[src/rtl/cacheline_arbiter.sv]
// rtl/cacheline_arbiter.sv - round-robin arbiter sharing one LLC cacheline port between I- and D-cache
module cacheline_arbiter #(
  parameter int ADDR_W = 32,
  parameter int LINE_W = 256
) (
  input  logic              clk,
  input  logic              reset_n,
  input  logic              i_read_i,
  input  logic              i_write_i,
  input  logic [ADDR_W-1:0] i_address_i,
  input  logic [LINE_W-1:0] i_line_i,
  output logic [LINE_W-1:0] i_line_o,
  output logic              i_resp_o,
  input  logic              d_read_i,
  input  logic              d_write_i,
  input  logic [ADDR_W-1:0] d_address_i,
  input  logic [LINE_W-1:0] d_line_i,
  output logic [LINE_W-1:0] d_line_o,
  output logic              d_resp_o,
  output logic              mem_read_o,
  output logic              mem_write_o,
  output logic [ADDR_W-1:0] mem_address_o,
  output logic [LINE_W-1:0] mem_line_o,
  input  logic [LINE_W-1:0] mem_line_i,
  input  logic              mem_resp_i
);

  typedef enum logic [1:0] {
    IDLE = 2'd0,
    BUSY = 2'd1,
    RESP = 2'd2
  } state_t;

  state_t state;
  logic   owner_d;
  logic   pri_d;
  logic   i_act;
  logic   d_act;
  logic   grant_d;

  assign i_act   = i_read_i | i_write_i;
  assign d_act   = d_read_i | d_write_i;
  // D wins when it is the only requester or when the pointer favours it
  assign grant_d = d_act & (~i_act | pri_d);

  always_ff @(posedge clk or negedge reset_n) begin
    if (!reset_n) begin
      state         <= IDLE;
      owner_d       <= 1'b0;
      pri_d         <= 1'b1;
      mem_read_o    <= 1'b0;
      mem_write_o   <= 1'b0;
      mem_address_o <= '0;
      mem_line_o    <= '0;
      i_line_o      <= '0;
      d_line_o      <= '0;
      i_resp_o      <= 1'b0;
      d_resp_o      <= 1'b0;
    end else begin
      i_resp_o <= 1'b0;
      d_resp_o <= 1'b0;
      case (state)
        IDLE: begin
          if (i_act | d_act) begin
            owner_d       <= grant_d;
            pri_d         <= ~grant_d;
            mem_address_o <= grant_d ? d_address_i : i_address_i;
            mem_line_o    <= grant_d ? d_line_i : i_line_i;
            mem_write_o   <= grant_d ? d_write_i : i_write_i;
            mem_read_o    <= grant_d ? ~d_write_i : ~i_write_i;
            state         <= BUSY;
          end
        end
        BUSY: begin
          if (mem_resp_i) begin
            mem_read_o  <= 1'b0;
            mem_write_o <= 1'b0;
            if (mem_read_o) begin
              if (owner_d) d_line_o <= mem_line_i;
              else         i_line_o <= mem_line_i;
            end
            if (owner_d) d_resp_o <= 1'b1;
            else         i_resp_o <= 1'b1;
            state <= RESP;
          end
        end
        RESP: begin
          // owner still holds its request this cycle; it must not restart a grant
          state <= IDLE;
        end
        default: state <= IDLE;
      endcase
    end
  end

endmodule

[config.mk]
export PLATFORM = sky130hd
export DESIGN_NAME = cacheline_arbiter
export DESIGN_NICKNAME = d
export VERILOG_FILES = /design/src/rtl/cacheline_arbiter.sv
export SDC_FILE = /design/constraint.sdc
export NUM_CORES = 1
export LEC_CHECK = 0
export BUFFER_PORTS_ARGS = -buffer_cell sky130_fd_sc_hd__buf_4
export CAP_MARGIN = 0
export CORE_AREA = 4 4 641 643
export DETAILED_ROUTE_END_ITERATION = 8
export DIE_AREA = 0 0 645 647
export GPL_TIMING_DRIVEN = 0
export SLEW_MARGIN = 40
export SYNTH_ARGS = -nofsm -noshare
export SYNTH_HDL_FRONTEND = slang
export SYNTH_SLANG_ARGS = --single-unit
[constraint.sdc]
create_clock -name clk -period 1.8 [get_ports clk]
set_input_delay 0.09 -clock clk [delete_from_list [all_inputs] [get_ports clk]]
set_output_delay 0.09 -clock clk [all_outputs]
set_load 0.01 [all_outputs]
==> results by stage <==
Route:
- The total number of vias is ~39000.
- The routed design has just under 400000 um of wire.
- The final routed DRC violation total is 0.
- The average detailed-routed wire length per instance is approximately 35 um.
- The number of vias per cell is 3.50.
- The number of iterations in the first detailed-routing pass is 5.
- The number of antenna-violating nets in the routed design is 0.
- In this run, the number of DRC markers left after iteration 0 of detailed routing was between 3000 and 4000.

Clock tree:
- The later pin in the worst-skew pair is clocked with a latency of 0.86 ns.
- The cell chosen for the clock root is clkbuf_16.
- The TritonCTS clock tree is built.
- The H-tree depth is 3.
- Counting along the longest clock path gives a buffer depth of 4.
- The clock drives around 810 sinks.
- Clock-pin slew was measured on the worst setup and hold paths at around 0.070 ns.
- The number of buffers created by CTS is 105.

Logic synthesis:
- The main combinational cell family by area after synthesis is multiplexers.
- After synthesis, the mean cell area works out to between 10 and 15 sq um.
- The combined area of all synthesized cells is 33500 sq um.
- Counting distinct cell types in the post-synthesis netlist gives 28.
- Synthesis produced a netlist with a net count of between 3000 and 4000.
- The adder-cell share of the synthesized area is 0%.
- The fraction of the mapped netlist area in simple logic gates is 4.60%.
- Counting flops and latches in the post-synthesis netlist gives 808.
- Summing the areas of all compound-gate instances in the mapped netlist gives 14.2% of the synthesized area.
- The synthesized netlist devotes 0% of its cell area to XOR and XNOR gates.
- The instance count of the mapped netlist is roughly 2800.
- The multiplexer share of the synthesized area is 17.3%.
- For this run, the register share of the synthesized area comes to 60.4%.
- The yosys synthesis warning count is 0.

STA:
- Subtracting the final worst setup slack from the clock period gives 2.33 ns.
- The remaining max-slew budget at the tightest pin is 48.3%.
- The worst path setup slack after routing is -0.528 ns.
- Setup repair after global routing could not meet its margin everywhere.
- The transition time of the tightest slew-check pin is 0.775 ns.
- The final hold violation count is 0.
- The accumulated negative setup slack is -264.72 ns.
- The maximum frequency from static timing analysis is 430 MHz.
- The final count of negative-setup-slack endpoints is 786.
- The max-slew violation total from the final report is 0.
- The final clock skew is 0.0643 ns.
- The fraction of the cycle the final worst path needs is 129%.

Floorplan:
- The die covers 417000 sq um.
- In this run the standard cell core region covers approximately 400000 sq um.
- The die boundary width is between 600 and 700 um.
- The height of the chip is 647 um.
- The initial core utilization is 8.27%.
- The floorplan has roughly 230 rows.
- During I/O placement, the number of pins put on the boundary was 1643.

Critical path:
- STA classifies the critical path startpoint as a register.
- The critical path goes through nand3b_1, buf_12, nor3b_4, buf_6, buf_8, buf_12, buf_12, clkbuf_16, mux2_4.
- At the worst endpoint, the arrival time is roughly 3.0 ns.
- The most critical setup path has its endpoint at i_line_o[180]$_DFFE_PN0P_.
- The longest individual stage delay on the worst path is 0.49 ns.
- The peak fanout along the critical path is 7.
- The worst register-to-register path has a depth of 9.
- The data required time at the worst endpoint is 2.51 ns.
- The slowest stage of the critical path belongs to the cell dfrtp_2.
- In this run the worst setup path begins at state[1]$_DFFE_PN0P_.
- In this run the register-to-register setup slack is -0.53 ns.
- The startpoint identified for the worst register-to-register timing path is state[1]$_DFFE_PN0P_.
- The element type at the critical path end is a register.
- The cell repeated most along the worst path is buf_12.
- The critical path class is reg -> reg.
- In this run the critical register-to-register path is captured at i_line_o[180]$_DFFE_PN0P_.

Cells and area:
- The finished layout holds between 10000 and 15000 standard cells, fillers aside.
- Once layout is done, the placed cells without fillers occupy 71300 sq um.
- The layout overhead on the synthesized area is 113%.
- Leaving out fill and tap cells, the most frequent cell in the layout is buf_4.
- Cells with a size suffix above 1 make up 48.1% of the layout.
- The final net count is 6460.
- In the layout the commonest cells are buf_4 (1684), dlygate4sd3_1 (933), dfrtp_1 (806), mux2_2 (412), a21oi_1 (284).

Placed design:
- After detailed placement, the design holds a cell count of just under 10000.
- The number of port buffers is 1642.
- The placer's final routability congestion estimate is 1.06.
- Once placement finished, the instance area stood at 53100 sq um.
- The post-DP HPWL is roughly 330000 um.

Hold path:
- The path type of the worst min-delay path is in -> reg.

Global routing:
- The initial antenna violation count came to 218.
- Summed over all layers, the global routing overflow is 0.
- The maximum number of pins on one net before global-route repair is 106.
- The first global-routing pass estimated approximately 460000 um of wire.
- The number of global-route vias before repair came to 39200.
- The all-layer global routing usage is roughly 17%.

Status:
- The run finished, with violations left.
- The checks that failed: setup timing.

Flow run:
- The max-capacitance violation count is 0.

Pwr:
- Power spread over the standard cell area amounts to 1700 nW/um^2.
- The worst-case IR drop observed on VDD is around 0.00080 V.
- The leakage power is between 30 and 40 nW.
## cell type report
| class | count | area (sq um) |
|---|---|---|
| Inverter | 1 | 6.26 |
| Timing Repair Buffer | 2738 | 24800 |
| Antenna cell | 140 | 350 |
| Clock inverter | 47 | 547 |
| Multi-Input combinational cell | 1692 | 12900 |
| Sequential cell | 808 | 20200 |
| Buffer | 275 | 2820 |
| Clock buffer | 134 | 2890 |
| Tap cell | 5428 | 6790 |
| Fill cell | 44500 | 334000 |
## synth_stat cells
cell       instances  area share (%)
a2bb2oi_1          1           0.026
buf_2             98             1.5
o211ai_1           1           0.022
nor3b_2            1           0.037
nand2_1            1           0.011
nand3_1          289             4.3
nor2_2             1           0.019
dfrtp_1          807              60
o21ba_2            1           0.030
mux2_2           514              17
dfstp_2            1           0.078
nor4_1             1           0.019
and2_1             2           0.037
o21bai_1           1           0.022
clkbuf_1         170             1.9
a21boi_0           1           0.022
a31oi_1          288             5.4
or4_1              1           0.022
buf_1              5           0.056
buf_6              2           0.067
or2_2              2           0.037
buf_4              4           0.090
o21ai_0          290             4.3
a21oi_1          290             4.3
nand3b_1           1           0.022
inv_1              1           0.011
nand2b_1           1           0.019
nor2_1             5           0.056
## worst min-delay path by stage
stage	slack, ns	endpoint	depth (start not counted)	start
detailed placement	-0.02	d_line_o[194]$_DFFE_PN0P_	1	reset_n
finish	0.06	pri_d$_DFFE_PN1P_	6	d_read_i
floorplan	-0.21	d_line_o[0]$_DFFE_PN0P_	0	reset_n
CTS	-0.01	mem_line_o[52]$_DFFE_PN0P_	5	d_read_i
global route	0.04	mem_line_o[18]$_DFFE_PN0P_	4	d_line_i[18]
global placement	0.32	state[0]$_DFFE_PN0P_	2	mem_resp_i
## where the power goes
part | total, mW | switching [mW] | internal, mW
combinational | 66.0 | 38.2 | 27.8
clock | 21.9 | 9.35 | 12.5
sequential | 33.4 | 6.26 | 27.1
total | 121 | 53.8 | 67.4
## sequential cells by signal, indices dropped and copies added, names as in the netlist
name and cells:
d_resp_o 1, mem_read_o 1, state 2, d_line_o 256, i_line_o 256, mem_write_o 1, mem_line_o 256, owner_d 1
pri_d 1, mem_address_o 32, i_resp_o 1
## per-stage QoR
step	util, %	total power, mW	hold WS, ns	worst slack [ns]
5_1_grt	17.6	127	0.0426	-0.577
2_1_floorplan	-	49.7	-0.206	0.117
4_1_cts	16.7	118	-0.0121	-0.537
6_report	17.6	121	0.0623	-0.528
3_5_place_dp	13.1	90.6	-0.0182	-2.22
3_3_place_gp	13.0	89.8	0.323	-10.06
## cell families after synthesis
family                 Yosys count
AO/OA/AOI/OAI                  873
flip-flops                     808
multiplexers                   514
AND/OR/NAND/NOR                305
buffers and inverters          280
## worst max-delay path, delay by kind of cell (launching register included)
kind                   cells  cell delay [ns]
multiplexers               1             0.32
buffers and inverters      6             0.95
AND/OR/NAND/NOR            2             0.42
flip-flops                 1             0.49
## layer usage
| layer | wire length [um] | up-vias | share of wire [%] | track usage (%) |
|---|---|---|---|---|
| met4 | 31200 | 64 | 8.0 | 11.0 |
| met3 | 40300 | 1025 | 10 | 7.44 |
| met1 | 122000 | 19500 | 31 | 16.3 |
| li1 | - | 16200 | - | - |
| met2 | 196000 | 2630 | 50 | 31.0 |
| met5 | 432 | - | 0.11 | 0.0114 |
## repair_timing
item                                    CTS  global route
cloned                                   11            46
buffers inserted                         24            61
hold buffers                            942             0
pin swaps                                 3            44
setup endpoints to repair               805           971
endpoints found under the hold margin  1220             0
gates resized for setup                 276           649
(Power assumes the default switching activity.)
